--- config.mk ---
export PLATFORM = sky130hd
export DESIGN_NAME = dmem_bridge
export DESIGN_NICKNAME = d
export VERILOG_FILES = /design/src/rtl/dmem_bridge_pkg.sv /design/src/rtl/dmem_bridge_ll_link.sv /design/src/rtl/dmem_bridge.sv
export SDC_FILE = /design/constraint.sdc
export NUM_CORES = 1
export LEC_CHECK = 0
export BUFFER_PORTS_ARGS = -buffer_cell sky130_fd_sc_hd__buf_4
export CELL_PAD_IN_SITES_DETAIL_PLACEMENT = 1
export CELL_PAD_IN_SITES_GLOBAL_PLACEMENT = 1
export CORE_MARGIN = 2
export CORE_UTILIZATION = 30
export DETAILED_ROUTE_END_ITERATION = 7
export GPL_TIMING_DRIVEN = 1
export HOLD_SLACK_MARGIN = 0.05
export PLACE_DENSITY_LB_ADDON = 0.1
export SETUP_SLACK_MARGIN = 0.5
export SYNTH_ARGS = -nofsm -noshare
export SYNTH_HDL_FRONTEND = slang
export SYNTH_HIERARCHICAL = 1
export SYNTH_SLANG_ARGS = --single-unit
--- constraint.sdc ---
create_clock -name clk -period 6.47 [get_ports clk]
set_input_delay 1.294 -clock clk [delete_from_list [all_inputs] [get_ports clk]]
set_output_delay 1.294 -clock clk [all_outputs]
set_load 0.005 [all_outputs]
--- src/rtl/dmem_bridge_pkg.sv ---
// dmem_bridge_pkg: shared state codes, bus levels and flag
// constants for the data-side memory bridge.
package dmem_bridge_pkg;

  typedef enum logic [1:0] {
    BR_IDLE = 2'b00,
    BR_BUS  = 2'b01,
    BR_DONE = 2'b10
  } br_state_e;

  localparam logic        BUS_REQ    = 1'b1;
  localparam logic        BUS_IDLE   = 1'b0;
  localparam logic        VALID      = 1'b1;
  localparam logic        SET_FLAG   = 1'b1;
  localparam logic        CLEAR_FLAG = 1'b0;
  localparam logic        RST_ENABLE = 1'b1;
  localparam logic [31:0] ZERO       = 32'h0000_0000;

  function automatic logic word_aligned(
    input logic [1:0] lo
  );
    return lo == 2'b00;
  endfunction

endpackage

--- src/rtl/dmem_bridge_ll_link.sv ---
// ll_link_reg: LL link flag and linked word address.
// Flush beats commit, commit beats store snoop.
module ll_link_reg
  import dmem_bridge_pkg::*;
#(
  parameter int SNOOP_CLR = 1
) (
  input  logic        clk,
  input  logic        rst,
  input  logic        flush,
  input  logic        commit,
  input  logic        commit_val,
  input  logic        snoop,
  input  logic [29:0] addr,
  output logic        rLLbit
);

  logic [29:0] link_addr;
  logic        snoop_hit;

  // a completed store to the linked word breaks the link
  assign snoop_hit = (SNOOP_CLR != 0) && snoop &&
                     (addr == link_addr);

  // link flag and address update, highest priority first
  always_ff @(posedge clk) begin
    if (rst == RST_ENABLE) begin
      rLLbit    <= CLEAR_FLAG;
      link_addr <= '0;
    end else if (flush) begin
      rLLbit <= CLEAR_FLAG;
    end else if (commit) begin
      rLLbit <= commit_val;
      if (commit_val == SET_FLAG) begin
        link_addr <= addr;
      end
    end else if (snoop_hit) begin
      rLLbit <= CLEAR_FLAG;
    end
  end

endmodule

--- src/rtl/dmem_bridge.sv ---
// dmem_bridge: MEM-stage data bridge running one req/ack
// bus cycle per access, stalling the pipe until it ends.
module dmem_bridge
  import dmem_bridge_pkg::*;
#(
  parameter int TIMEOUT   = 16,
  parameter int SNOOP_CLR = 1
) (
  input  logic        clk,
  input  logic        rst,
  input  logic        memCe,
  input  logic        memWr,
  input  logic [31:0] memAddr,
  input  logic [31:0] wtData,
  input  logic        wbit,
  input  logic        wLLbit,
  input  logic        flush,
  output logic [31:0] rdData,
  output logic        rLLbit,
  output logic        stallReq,
  output logic        memErr,
  output logic        busReq,
  output logic        busWe,
  output logic [31:0] busAddr,
  output logic [31:0] busWdata,
  input  logic        busAck,
  input  logic [31:0] busRdata
);

  localparam int TW = $clog2(TIMEOUT + 1);
  localparam logic [TW-1:0] LAST = TW'(TIMEOUT - 1);

  br_state_e   state;
  br_state_e   state_nx;
  logic [TW-1:0] tcnt;
  logic        drop;
  logic        err_flag;
  logic        lat_we;
  logic        lat_wbit;
  logic        lat_wll;
  logic        issue;
  logic        misal;
  logic        finish;
  logic        in_done;
  logic        commit;
  logic        snoop;

  // next state plus the one-cycle decode strobes
  always_comb begin
    state_nx = state;
    issue    = 1'b0;
    misal    = 1'b0;
    finish   = 1'b0;
    unique case (state)
      BR_IDLE: begin
        if (memCe == VALID && !flush) begin
          if (word_aligned(memAddr[1:0])) begin
            issue    = 1'b1;
            state_nx = BR_BUS;
          end else begin
            misal    = 1'b1;
            state_nx = BR_DONE;
          end
        end
      end
      BR_BUS: begin
        if (busAck || tcnt == LAST) begin
          finish   = 1'b1;
          state_nx = (drop || flush) ? BR_IDLE
                                     : BR_DONE;
        end
      end
      BR_DONE: begin
        state_nx = BR_IDLE;
      end
      default: begin
        state_nx = BR_IDLE;
      end
    endcase
  end

  // state register; reset abandons any open bus cycle
  always_ff @(posedge clk) begin
    if (rst == RST_ENABLE) begin
      state <= BR_IDLE;
    end else begin
      state <= state_nx;
    end
  end

  // bus regs, latched request, timeout count and load data
  always_ff @(posedge clk) begin
    if (rst == RST_ENABLE) begin
      busReq   <= BUS_IDLE;
      busWe    <= 1'b0;
      busAddr  <= ZERO;
      busWdata <= ZERO;
      rdData   <= ZERO;
      lat_we   <= 1'b0;
      lat_wbit <= 1'b0;
      lat_wll  <= 1'b0;
      err_flag <= 1'b0;
      tcnt     <= '0;
      drop     <= 1'b0;
    end else begin
      if (issue) begin
        busReq   <= BUS_REQ;
        busWe    <= memWr;
        busAddr  <= {memAddr[31:2], 2'b00};
        busWdata <= wtData;
        lat_we   <= memWr;
        lat_wbit <= wbit;
        lat_wll  <= wLLbit;
        err_flag <= 1'b0;
        tcnt     <= '0;
        drop     <= 1'b0;
      end
      if (misal) begin
        lat_we   <= memWr;
        lat_wbit <= wbit;
        lat_wll  <= wLLbit;
        err_flag <= 1'b1;
        if (!memWr) begin
          rdData <= ZERO;
        end
      end
      if (state == BR_BUS) begin
        if (flush) begin
          drop <= 1'b1;
        end
        if (!finish) begin
          tcnt <= tcnt + 1'b1;
        end else begin
          busReq <= BUS_IDLE;
          busWe  <= 1'b0;
          drop   <= 1'b0;
          if (!(drop || flush)) begin
            err_flag <= !busAck;
            if (!lat_we) begin
              rdData <= busAck ? busRdata : ZERO;
            end
          end
        end
      end
    end
  end

  assign in_done  = (state == BR_DONE);
  assign stallReq = ((state == BR_IDLE) && memCe &&
                     !flush) || (state == BR_BUS);
  assign memErr   = in_done && err_flag;
  assign commit   = in_done && lat_wbit && !err_flag;
  assign snoop    = in_done && lat_we && !err_flag;

  ll_link_reg #(
    .SNOOP_CLR(SNOOP_CLR)
  ) u_link (
    .clk       (clk),
    .rst       (rst),
    .flush     (flush),
    .commit    (commit),
    .commit_val(lat_wll),
    .snoop     (snoop),
    .addr      (busAddr[31:2]),
    .rLLbit    (rLLbit)
  );

endmodule

After elaboration in Yosys (flattened, before gate mapping)
Index checks and enable logic that the tools add are counted.
{"block": "totals", "ff_bits": 139, "out_inout_bits": 101}
{"block": "op_classes", "n_eq_ne": 6, "addsub": 1, "bitwise_logic": 1, "n_reduce_logical": 22, "muxes": 46}
{"op": "$mux W32", "count": 7}
{"op": "$mux W1", "count": 31}
{"op": "$eq A30 B30 Y1", "count": 1}
{"op": "$mux W5", "count": 3}
{"op": "$logic_and A1 B1 Y1", "count": 9}
{"op": "$mux W2", "count": 4}
{"op": "$add A5 B1 Y5 const B", "count": 1}
{"op": "$eq A5 B4 Y1 const B", "count": 1}
{"op": "$logic_not A2 Y1", "count": 2}
{"op": "$ne A2 B2 Y1 const B", "count": 2}
{"op": "$pmux W2 S2", "count": 1}
{"op": "$reduce_bool A2 Y1", "count": 2}
{"op": "$logic_not A1 Y1", "count": 3}
{"op": "$logic_or A1 B1 Y1", "count": 3}
{"op": "$reduce_and A3 Y1", "count": 1}
{"op": "$eq A2 B1 Y1 const B", "count": 1}
{"op": "$eq A2 B2 Y1 const B", "count": 1}
{"op": "$reduce_and A2 Y1", "count": 1}
{"op": "$reduce_or A2 Y1", "count": 1}
{"op": "$not A1 Y1", "count": 1}

Depth between registers and ports, before layout
Gate-level depths: netlist of the first run.
{"block": "depth", "word_depth": 9, "mapped_depth": 8, "mapped_depth_nobuf": 6}

Modules after synthesis
The synthesis of the first run kept the hierarchy.
{"mod": "dmem_bridge", "seq_area_each_um2": 2162.1, "cells_each": 444, "instances": 1, "area_each_um2": 4083.9}
{"mod": "ll_link_reg", "seq_area_each_um2": 620.6, "cells_each": 178, "instances": 1, "area_each_um2": 1402.6}

Least setup slack after synthesis of the first run
Ideal clock, no wire load.
{"block": "synth_path", "path_kind": "input to output", "start": "in flush", "end": "out stallReq", "path_slack_ns": 3.001, "t_arrival_ns": 2.175, "n_path_buf": 2, "stages": 4, "required_ns": 5.176, "cell_sequence": "or4b_1 > buf_2 > clkbuf_1 > nand2_1"}
{"block": "synth_between", "elab_chain_len": 3}
{"item": "start: declaration", "line_no": "dmem_bridge.sv:17", "rtl": "input logic flush,"}
{"item": "$logic_not A1 Y1", "line_no": "dmem_bridge.sv:150", "rtl": "!flush) || (state == BR_BUS);"}
{"item": "$logic_and A1 B1 Y1", "line_no": "dmem_bridge.sv:149", "rtl": "assign stallReq = ((state == BR_IDLE) && memCe &&"}
{"item": "$logic_or A1 B1 Y1", "line_no": "dmem_bridge.sv:150"}
{"item": "end: declaration", "line_no": "dmem_bridge.sv:20", "rtl": "output logic stallReq,"}
Every way passes these cells.

Final worst setup path of the first run
Ends and elaborated chain as after synthesis.

==> results of run 1 <==
-- stage by stage --
stage	worst slack [ns]	instances	hold WS [ns]	cell area, sq um
3_3_place_gp	2.86	999	0.443	7090
6_report	2.88	1031	0.458	7750
4_1_cts	2.88	1031	0.460	7750
3_5_place_dp	2.88	999	0.452	7090
5_1_grt	2.87	1031	0.486	7750
2_1_floorplan	3.00	623	0.432	5490
-- final timing paths --
| path | start | to |
|---|---|---|
| worst max-delay path | flush | stallReq |
| worst min-delay path | u_link/link_addr[22]$_SDFFE_PP0P_ | u_link/link_addr[22]$_SDFFE_PP0P_ |
| worst max register to register | tcnt[0]$_SDFF_PP0_ | rdData[7]$_SDFF_PP0_ |
| worst min register to register | u_link/link_addr[22]$_SDFFE_PP0P_ | u_link/link_addr[22]$_SDFFE_PP0P_ |
-- cells by family (layout without fill, tap and decap cells) --
| logic type | Yosys count | count (layout) | share of synthesized area |
|---|---|---|---|
| AO/OA/AOI/OAI | 214 | 214 | 0.234 |
| buffers and inverters | 66 | 245 | 0.0543 |
| multiplexers | 2 | 2 | 0.00365 |
| other | 1 | 2 | 0.000683 |
| flip-flops | 139 | 139 | 0.507 |
| adder cells (fa/ha/maj) | 2 | 2 | 0.00456 |
| XOR/XNOR | 28 | 28 | 0.0447 |
| AND/OR/NAND/NOR | 170 | 170 | 0.151 |
-- critical path, stage by stage --
cell,delay [ns]
sky130_fd_sc_hd__buf_4,0.15
sky130_fd_sc_hd__or4b_2,0.63
sky130_fd_sc_hd__nand2_1,0.09
sky130_fd_sc_hd__buf_4,0.13
-- cell type report --
| class | count | area [sq um] |
|---|---|---|
| Fill cell | 2106 | 10200 |
| Sequential cell | 139 | 2780 |
| Multi-Input combinational cell | 418 | 2430 |
| Timing Repair Buffer | 209 | 1570 |
| Clock buffer | 21 | 470 |
| Tap cell | 229 | 287 |
| Clock inverter | 11 | 190 |
| Inverter | 4 | 15.0 |
-- registers in the layout, indices dropped and copies added (netlist names), 2 cells and up --
signal	cells
busAddr	30
busWdata	32
rdData	32
state	2
tcnt	5
u_link/link_addr	30
-- power by group --
| group | total, W | internal [W] | leakage [nW] | switching [W] |
|---|---|---|---|---|
| registers | 0.000877 | 0.000867 | 1.12 | 0.00000971 |
| logic | 0.000144 | 0.0000675 | 1.73 | 0.0000762 |
| clock network | 0.00108 | 0.000714 | 0.323 | 0.000367 |
| total | 0.00210 | 0.00165 | 3.18 | 0.000453 |
-- layer usage --
layer | up-vias | share of wire | routed length [microns]
met5 | - | 0 | 0
met4 | 0 | 0.020 | 359
met3 | 23 | 0.052 | 950
met2 | 122 | 0.51 | 9260
met1 | 2594 | 0.42 | 7530
li1 | 2559 | - | -
-- layout by cell type, fill, tap and decap left out, types with 5 or more instances in the layout --
master	n
sky130_fd_sc_hd__a21oi_1	101
sky130_fd_sc_hd__a32o_1	32
sky130_fd_sc_hd__buf_4	209
sky130_fd_sc_hd__bufinv_16	5
sky130_fd_sc_hd__clkbuf_16	17
sky130_fd_sc_hd__dfxtp_1	139
sky130_fd_sc_hd__nand2_1	71
sky130_fd_sc_hd__nand3_1	64
sky130_fd_sc_hd__nor4_1	5
sky130_fd_sc_hd__o21ai_0	67
sky130_fd_sc_hd__xor2_1	25
==> results by group, run 1 <==
Logic synthesis
  • Largest area contributor in the netlist: sky130_fd_sc_hd__dfxtp_1
  • FFs w/ async S/R, synth: 0
  • Top-count cell post-synth: sky130_fd_sc_hd__dfxtp_1
  • Yosys Warn Count: 6
  • Main synth FF type: sky130_fd_sc_hd__dfxtp_1
  • Area of the mapped netlist: 5490 sq um
  • Count of flip-flops with a built-in enable after synthesis: 0
  • #FFs+latches synth: 139
  • Mean instance size in the synthesized netlist: 8.82 sq um
  • Cell types with the largest area share after synthesis: sky130_fd_sc_hd__dfxtp_1, sky130_fd_sc_hd__a21oi_1, sky130_fd_sc_hd__o21ai_0, sky130_fd_sc_hd__a32o_1, sky130_fd_sc_hd__nand3_1
  • Proportion of synthesized chip area in sequential cells: 0.507
  • Yosys top cell area share: 0.507
  • Library cells used by synthesis: 44
  • Synth Instances: 622
  • Top cells by instance count after synthesis: sky130_fd_sc_hd__dfxtp_1, sky130_fd_sc_hd__a21oi_1, sky130_fd_sc_hd__nand2_1

STA
  • Worst-margin pin slew: 1.19 ns
  • Final setup fails: 0
  • Highest clock frequency the design can meet: 279 MHz
  • Crit share post-route: 0.554
  • Worst slew margin relative to its limit: 0.208
  • Endpoints failing hold: 0
  • Number of max-slew violations in the final report: 0
  • Total Neg Setup Slack: 0 ns
  • Tmin final: 3.59 ns
  • Setup repair after global routing missed its margin: no
  • Fin Clk Skew: 0.00798 ns

Routing
  • Final antenna-violating net count: 0
  • DRT Pass-1 Iters: 4
  • Total Wirelength: 18100 microns
  • Via count of the routed design: 5298
  • Vias/cell: 5.14
  • Routed WL per cell: 17.6 microns
  • Count of routing violations after the opening detailed-route iteration: 181
  • Residual DRC count: 0

Global routing
  • Total global routing overflow: 0
  • Number of global-route vias before repair: 5561
  • Largest net degree at the start of global routing: 107
  • Met1 routing resource usage after global routing: 0.217
  • Global-route total usage across every layer: 0.184
  • Highest-utilization routing layer at the global route stage: met2
  • GR met2 Demand/Resource: 0.327
  • Wire length of the first global-routing pass: 29000 microns
  • Number of antenna violations at the first check in global routing: 0
  • Met3 Use GR: 0.0451

Critical path
  • Kind of capture point of the worst setup path: primary output
  • Category of the most critical setup path: in -> out
  • Worst Path Arrival: 2.29 ns
  • Required time worst endpoint: 5.18 ns
  • Register-to-register setup slack: 3.98 ns
  • Cells on worst reg2reg path: 6
  • Largest fanout on the critical path: 11
  • Kind of start point of the critical path: input port

Clock network
  • Number of gates resized after CTS: 0
  • Sinks on Clock Net: 139
  • Register clock-pin slew on the reported worst setup and hold paths: 0.06 ns
  • Clock network latency to the later pin of the worst-skew pair: 0.41 ns
  • Hold buffer count at cts: 0
  • TritonCTS clock tree: done
  • Deepest clock path buffer count: 2
  • H-tree depth reported by CTS: 4
  • Number of CTS-inserted buffers: 17
  • Buffer cell driving the clock tree root: sky130_fd_sc_hd__clkbuf_16
  • Count of buffers added by post-CTS timing repair for setup: 0

Power and ir drop
  • Final Power: 0.00210 W
  • Power Dens Cells: 271 nW/um^2
  • Largest vdd supply drop: 0.178 mV
  • Leakage component of the power: 3.18 nW

Cells and area
  • Area overhead of the layout relative to synthesis: 41.2%
  • Count of antenna diodes in the layout: 0
  • Post-layout util: 0.431
  • Layout cells sized above 1: 0.313
  • Nets: 895

Die
  • Number of top-level design ports: 205
  • Die outline width: 139 microns
  • Die footprint: 19400 sq um
  • Starting density of the core: 0.305
  • Die span in y: 139 microns
  • Core Region: 18000 sq um
  • Row cnt: 49

Outcome
  • Result of the run: finished clean

Worst hold path
  • Number of cells on the worst hold path: 2
  • Tightest Hold Check Type: reg -> reg

Job
  • Max-cap violation count: 0

Placement
  • Global placer's final weighted congestion: 0.708
  • Number of buffer cells added on primary ports: 202
  • Estimated wirelength of the detail-placed design: 12000 microns
No activity file was read; power rests on OpenSTA's default activity.
==> run 2: changes to the inputs <==
- ABC_AREA: unset -> 1
- clock period: 6.47 -> 3.4 ns (I/O delays scaled with it)
==> run 2 against run 1 <==
- sequential power up 93%
- worst hold slack better by 0.0042 ns
- register-to-register slack worse by 2.7 ns
- worst setup slack worse by 1.7 ns
- critical path depth up 3
- via count up 5.6%
- final area up 4.3%
- synthesized cell count up 27%
- synthesized area up 6.8%
- utilization down 1.3 points
- non-clock buffer count down 4
==> results by group, run 2 <==
Die
  • Row cnt: 51 (+4.1%)
  • Die outline width: 144 microns (+3.2%)
  • Starting density of the core: 0.303 (-0.00238)
  • Die footprint: 20700 sq um (+6.6%)
  • Core Region: 19300 sq um (+7.6%)
  • Die span in y: 144 microns (+3.2%)
  • Number of top-level design ports: 205 (unchanged)

Clock network
  • Clock network latency to the later pin of the worst-skew pair: 0.42 ns (about the same)
  • Buffer cell driving the clock tree root: sky130_fd_sc_hd__clkbuf_16
  • Count of buffers added by post-CTS timing repair for setup: 0 (unchanged)
  • Number of gates resized after CTS: 0 (unchanged)
  • TritonCTS clock tree: done
  • Hold buffer count at cts: 0 (unchanged)
  • Register clock-pin slew on the reported worst setup and hold paths: 0.05 ns (about the same)
  • H-tree depth reported by CTS: 4 (unchanged)
  • Number of CTS-inserted buffers: 17 (unchanged)
  • Deepest clock path buffer count: 2 (unchanged)
  • Sinks on Clock Net: 139 (unchanged)

Logic synthesis
  • Synth Instances: 793 (+27%)
  • Cell types with the largest area share after synthesis: sky130_fd_sc_hd__dfxtp_1, sky130_fd_sc_hd__nor2_1, sky130_fd_sc_hd__nand2_1, sky130_fd_sc_hd__nand3_1, sky130_fd_sc_hd__o21ai_0
  • Library cells used by synthesis: 31 (-30%)
  • #FFs+latches synth: 139 (unchanged)
  • Count of flip-flops with a built-in enable after synthesis: 0 (unchanged)
  • Main synth FF type: sky130_fd_sc_hd__dfxtp_1
  • Proportion of synthesized chip area in sequential cells: 0.475 (-0.0323)
  • Top-count cell post-synth: sky130_fd_sc_hd__nor2_1
  • FFs w/ async S/R, synth: 0 (unchanged)
  • Top cells by instance count after synthesis: sky130_fd_sc_hd__nor2_1, sky130_fd_sc_hd__dfxtp_1, sky130_fd_sc_hd__nand2_1
  • Area of the mapped netlist: 5860 sq um (+6.8%)
  • Yosys Warn Count: 6 (unchanged)
  • Yosys top cell area share: 0.475 (-0.0323)
  • Largest area contributor in the netlist: sky130_fd_sc_hd__dfxtp_1
  • Mean instance size in the synthesized netlist: 7.39 sq um (-16%)

Outcome
  • Result of the run: finished clean

Critical path
  • Kind of start point of the critical path: input port
  • List of cells traversed by the critical path: buf_4 -> inv_2 -> nand2_1 -> nor2_4 -> inv_1 -> nand2_1 -> buf_4
  • Cell family with most CP delay: buffers and inverters
  • Required time worst endpoint: 2.72 ns (-2.46 ns)
  • Worst Path Arrival: 1.57 ns (-0.72 ns)
  • Cell with the largest stage delay on the worst path: sky130_fd_sc_hd__nor2_4
  • Critical path buffer and inverter count: 4 (+2)
  • Kind of capture point of the worst setup path: primary output
  • Category of the most critical setup path: in -> out
  • Longest individual stage delay on the worst path: 0.23 ns (-0.40 ns)
  • Largest fanout on the critical path: 5 (-6)

Power and ir drop
  • Largest vdd supply drop: 0.323 mV (+82%)
  • Power Dens Cells: 489 nW/um^2 (+80%)
  • Leakage component of the power: 3.43 nW (+7.9%)

Cells and area
  • Layout cells sized above 1: 0.281 (-0.0322)
  • Most common library cell in the layout ignoring fill and taps: sky130_fd_sc_hd__buf_4
  • Count of antenna diodes in the layout: 0 (unchanged)
  • Registers with the most flip-flops: busWdata: 32 flops, rdData: 32 flops
  • Area overhead of the layout relative to synthesis: 37.9%
  • Nets: 1077 (+20%)
  • Most used cells in the layout excluding fill and tap cells: sky130_fd_sc_hd__buf_4, sky130_fd_sc_hd__nor2_1, sky130_fd_sc_hd__dfxtp_1, sky130_fd_sc_hd__nand2_1, sky130_fd_sc_hd__nand3_1

Global routing
  • Met3 Use GR: 0.0626 (+0.0176)
  • Largest net degree at the start of global routing: 65 (-39%)
  • Wire length of the first global-routing pass: 27400 microns (-5.6%)
  • Met1 routing resource usage after global routing: 0.201 (-0.0154)
  • Total global routing overflow: 0 (unchanged)
  • Number of global-route vias before repair: 5543 (-0.32%)
  • Number of antenna violations at the first check in global routing: 0 (unchanged)
  • Global-route total usage across every layer: 0.170 (-0.0146)
  • Highest-utilization routing layer at the global route stage: met2
  • GR met2 Demand/Resource: 0.285 (-0.0417)

Routing
  • Vias/cell: 4.48 (-13%)
  • Residual DRC count: 0 (unchanged)
  • Routed WL per cell: 13.7 microns (-22%)
  • Via count of the routed design: 5593 (+5.6%)
  • Final antenna-violating net count: 0 (unchanged)
  • Count of routing violations after the opening detailed-route iteration: 193 (+6.6%)
  • DRT Pass-1 Iters: 4 (unchanged)
  • Total Wirelength: 17100 microns (-5.5%)

STA
  • Number of max-slew violations in the final report: 0 (unchanged)
  • Highest clock frequency the design can meet: 444 MHz
  • Fin Clk Skew: 0.00668 ns (-0.00129 ns)
  • Setup repair after global routing missed its margin: no
  • Endpoints failing hold: 0 (unchanged)
  • Worst path setup slack after routing: 1.15 ns (-1.74 ns)
  • Tmin final: 2.25 ns
  • Smallest hold slack: 0.462 ns (+0.00418 ns)
  • Worst-margin pin slew: 0.946 ns (-0.242 ns)
  • Final setup fails: 0 (unchanged)
  • Worst slew margin relative to its limit: 0.369 (+0.161)
  • Crit share post-route: 0.662
  • Total Neg Setup Slack: 0 ns (unchanged)

Placement
  • Estimated wirelength of the detail-placed design: 11600 microns (-3.6%)
  • Pre-CTS setup slack: 0.816 ns (-2.07 ns)
  • Global placer's final weighted congestion: 0.760 (+7.3%)
  • Number of buffer cells added on primary ports: 202 (unchanged)

Worst hold path
  • Tightest Hold Check Type: reg -> reg

Job
  • Max-cap violation count: 0 (unchanged)
-- run 2: changes by cell type in the layout (fill, tap and decap cells not counted), sizes merged, moves of 4 or more --
cell / delta
nor2: +164
inv: +72
nand2: +39
a21oi: -35
a32o: -32
o21ai: +29
xor2: -24
nand3: +8
nor4: -6
buf: -4
xnor2: +4
-- run 2: logic make-up after synthesis --
family	Yosys count	share of synthesized area
xor gates and xnor gates	8	0.0120
adders and majority gates	2	0.00427
AOI/OAI and AO/OA	164	0.154
and+or+nand+nor	356	0.253
other	1	0.000640
buffers and inverters	123	0.101
DFF	139	0.475
-- run 2: report_power, final --
part	switching [W]	leakage, nW	internal, W	total (W)
clock	0.000706	0.301	0.00126	0.00196
combinational	0.000149	2.01	0.000156	0.000305
sequential	0.0000250	1.12	0.00166	0.00169
-- run 2: area by class of cell --
class | instances | area (sq um)
fill | 2416 | 11300
sequential | 139 | 2780
multi-input combinational | 532 | 2490
timing repair buffer | 205 | 1560
clock buffer | 19 | 453
tap | 265 | 332
inverter | 76 | 288
clock inverter | 12 | 171
-- run 2: path summary, 6_finish.rpt --
check	startpoint	end	slack [ns]	cells after the start
worst min-delay path	lat_we$_SDFFE_PP0P_	lat_we$_SDFFE_PP0P_	0.46	2
worst min register to register	lat_we$_SDFFE_PP0P_	lat_we$_SDFFE_PP0P_	0.46	2
worst max-delay path	flush	stallReq	1.15	7
worst max register to register	tcnt[0]$_SDFF_PP0_	rdData[10]$_SDFF_PP0_	1.25	10
-- run 2: routing by layer --
| layer | up-vias | share of wire | wire [microns] |
|---|---|---|---|
| met5 | - | 0 | 0 |
| met4 | 0 | 0.015 | 259 |
| met3 | 16 | 0.064 | 1090 |
| met2 | 123 | 0.48 | 8180 |
| met1 | 2569 | 0.44 | 7580 |
| li1 | 2885 | - | - |
-- run 2: metrics by stage --
stage / area (sq um) / util / std cells / power (W)
2_1_floorplan: 5860 / - / 794 / 0.00186
3_3_place_gp: 7460 / 0.386 / 1217 / 0.00203
3_5_place_dp: 7460 / 0.386 / 1217 / 0.00204
4_1_cts: 8080 / 0.418 / 1248 / 0.00403
5_1_grt: 8080 / 0.418 / 1248 / 0.00415
6_report: 8080 / 0.418 / 1248 / 0.00395
-- run 2: worst reg2reg max path: cells and delay by family (launching register included) --
| family | cells | cell delay [ns] |
|---|---|---|
| buffers and inverters | 1 | 0.06 |
| AND/OR/NAND/NOR | 6 | 1.12 |
| adder cells (fa/ha/maj) | 2 | 0.36 |
| AO/OA/AOI/OAI | 1 | 0.18 |
| flip-flops | 1 | 0.37 |
==> run 3: changes to the inputs <==
- ABC_AREA: 1 -> 0
- clock period: 3.4 -> 2.07 ns (I/O delays scaled with it)
==> run 3 against run 2 <==
- cell count shrank 12%
- first-iteration DRC count grew 43%
- sequential power rose by 62%
- clock power is 78% higher
- clock skew increased by 0.0055 ns
- wire length up 35%
- critical endpoint unchanged
==> results by group, run 3 (synthesis results as in run 1) <==
Global routing
  • Global-route total usage across every layer: 0.227 (+0.0570)
  • Total global routing overflow: 0 (unchanged)
  • Wire length of the first global-routing pass: 34200 microns (+25%)
  • Largest net degree at the start of global routing: 57 (-12%)
  • Number of antenna violations at the first check in global routing: 0 (unchanged)
  • Number of global-route vias before repair: 6129 (+11%)

Outcome
  • Result of the run: finished clean

Die
  • Die footprint: 19400 sq um (-6.2%)
  • Core Region: 18000 sq um (-7.1%)
  • Die span in y: 139 microns (-3.1%)
  • Starting density of the core: 0.305 (+0.00238)
  • Die outline width: 139 microns (-3.1%)
  • Row cnt: 49 (-3.9%)
  • Number of top-level design ports: 205 (unchanged)

Clock network
  • Sinks on Clock Net: 139 (unchanged)
  • Deepest clock path buffer count: 2 (unchanged)
  • Hold buffer count at cts: 0 (unchanged)
  • Buffer cell driving the clock tree root: sky130_fd_sc_hd__clkbuf_16
  • H-tree depth reported by CTS: 4 (unchanged)
  • TritonCTS clock tree: done
  • Number of CTS-inserted buffers: 17 (unchanged)
  • Clock network latency to the later pin of the worst-skew pair: 0.42 ns (about the same)
  • Register clock-pin slew on the reported worst setup and hold paths: 0.06 ns (about the same)

STA
  • Worst-margin pin slew: 0.756 ns (-0.190 ns)
  • Total Neg Setup Slack: 0 ns (unchanged)
  • Fin Clk Skew: 0.0122 ns (+0.00552 ns)
  • Tmin final: 2.03 ns
  • Crit share post-route: 0.982
  • Number of max-slew violations in the final report: 0 (unchanged)
  • Highest clock frequency the design can meet: 492 MHz
  • Setup repair after global routing missed its margin: yes
  • Final setup fails: 0 (unchanged)
  • Endpoints failing hold: 0 (unchanged)
  • Worst slew margin relative to its limit: 0.496 (+0.127)

Routing
  • Residual DRC count: 0 (unchanged)
  • Final antenna-violating net count: 0 (unchanged)
  • Via count of the routed design: 5758 (+3.0%)
  • Vias/cell: 5.27 (+18%)
  • Count of routing violations after the opening detailed-route iteration: 276 (+43%)
  • DRT Pass-1 Iters: 4 (unchanged)
  • Routed WL per cell: 21.1 microns (+54%)
  • Total Wirelength: 23000 microns (+35%)

Power and ir drop
  • Largest vdd supply drop: 0.562 mV (+74%)
  • Leakage component of the power: 3.78 nW (+10%)
  • Power Dens Cells: 742 nW/um^2 (+52%)
  • Final Power: 0.00694 W (+76%)

Cells and area
  • Registers with the most flip-flops: busWdata: 32 flops, rdData: 32 flops
  • Most common library cell in the layout ignoring fill and taps: sky130_fd_sc_hd__buf_4
  • Count of antenna diodes in the layout: 0 (unchanged)
  • Layout cells sized above 1: 0.492 (+0.211)
  • Post-layout util: 0.521 (+0.103)
  • Area overhead of the layout relative to synthesis: 70.4%
  • Nets: 957 (-11%)
  • Most used cells in the layout excluding fill and tap cells: sky130_fd_sc_hd__buf_4, sky130_fd_sc_hd__dfxtp_1, sky130_fd_sc_hd__a21oi_1, sky130_fd_sc_hd__nand3_1, sky130_fd_sc_hd__nand2_1

Placement
  • Number of buffer cells added on primary ports: 202 (unchanged)
  • Estimated wirelength of the detail-placed design: 12700 microns (+9.3%)
  • Global placer's final weighted congestion: 0.790 (+4.1%)

Job
  • Max-cap violation count: 0 (unchanged)

Critical path
  • Largest fanout on the critical path: 2 (-3)
  • Worst Path Arrival: 1.62 ns (+0.05 ns)
  • R2r startpoint: state[0]$_SDFFE_PP0P_
  • Required time worst endpoint: 1.66 ns (-1.06 ns)
  • Category of the most critical setup path: reg -> out
  • Kind of capture point of the worst setup path: primary output
  • Cells on worst reg2reg path: 5 (-5)
  • Endpoint of the worst register-to-register path: rdData[0]$_SDFF_PP0_
  • Kind of start point of the critical path: flop
  • Register-to-register setup slack: 0.04 ns (-1.21 ns)

Worst hold path
  • Min-Delay Endpoint: rdData[0]$_SDFF_PP0_
  • Min-delay src: busRdata[0]
  • Number of cells on the worst hold path: 2 (unchanged)
  • Tightest Hold Check Type: in -> reg
==> run 3: cell types whose count changed in the layout (fill, tap and decap cells not counted), moves of 23 or more <==
cell	before	now
sky130_fd_sc_hd__a21oi_1	45	81
sky130_fd_sc_hd__a32o_1	0	32
sky130_fd_sc_hd__inv_1	68	4
sky130_fd_sc_hd__nand2_1	105	54
sky130_fd_sc_hd__nor2_1	165	2
sky130_fd_sc_hd__o21ai_0	54	2
sky130_fd_sc_hd__o21ai_1	42	15
sky130_fd_sc_hd__o21ai_2	0	41
sky130_fd_sc_hd__xor2_1	1	24
==> run 3: cell type report <==
class	instances	area [sq um]
repair buffers	265	2510
fillers	1983	8610
multi-input cells	424	3070
clock buffers	22	484
flip-flops and latches	139	2800
clock inverters	10	185
well taps	229	287
inverters	4	15.0
==> run 3: worst max-delay path by stage <==
stage	slack (ns)	end	startpoint	cells after the start
2_1_floorplan	0.17	rdData[10]$_SDFF_PP0_	flush	5
3_3_place_gp	0.05	rdData[1]$_SDFF_PP0_	flush	4
3_5_place_dp	0.01	rdData[1]$_SDFF_PP0_	flush	4
4_1_cts	0.005	stallReq	state[0]$_SDFFE_PP0P_	4
5_1_grt	0.002	stallReq	state[0]$_SDFFE_PP0P_	4
6_report	0.04	stallReq	state[0]$_SDFFE_PP0P_	4
==> run 3: what timing repair did <==
action,4_1_cts,5_1_grt
gates resized for setup,117,102
setup endpoints to repair,136,141
cloned,15,6
buffers inserted,24,4
pin swaps,30,44
==> run 3: power by group <==
group          internal (W)  switching (W)  total [W]
logic              0.000362       0.000362   0.000725
clock network       0.00227        0.00121    0.00348
registers           0.00271      0.0000358    0.00274
total               0.00534        0.00160    0.00694
==> run 3: through the flow <==
stage | instance area, sq um | hold slack [ns] | setup slack [ns] | std cells
after floorplan | 5600 | 0.432 | 0.171 | 623
after global placement | 7320 | 0.443 | 0.0520 | 1012
after detailed placement | 7320 | 0.460 | 0.0137 | 1012
after CTS | 8800 | 0.178 | 0.00503 | 1083
after global routing | 9350 | 0.182 | 0.00204 | 1093
final | 9350 | 0.195 | 0.0381 | 1093
==> run 3: worst max-delay path: stages (launching register included) <==
cell	delay [ns]
sky130_fd_sc_hd__dfxtp_4	0.35
sky130_fd_sc_hd__or4b_4	0.56
sky130_fd_sc_hd__buf_16	0.16
sky130_fd_sc_hd__nand2_4	0.05
sky130_fd_sc_hd__buf_6	0.08
==> run 3: metal layers <==
| layer | wire (microns) | vias to the layer above | global-route usage | share of wire |
|---|---|---|---|---|
| met5 | 0 | - | 0 | 0 |
| met3 | 1280 | 27 | 0.0544 | 0.055 |
| met1 | 9430 | 2854 | 0.260 | 0.41 |
| li1 | - | 2718 | - | - |
| met2 | 11900 | 159 | 0.414 | 0.52 |
| met4 | 401 | 0 | 0.0755 | 0.017 |
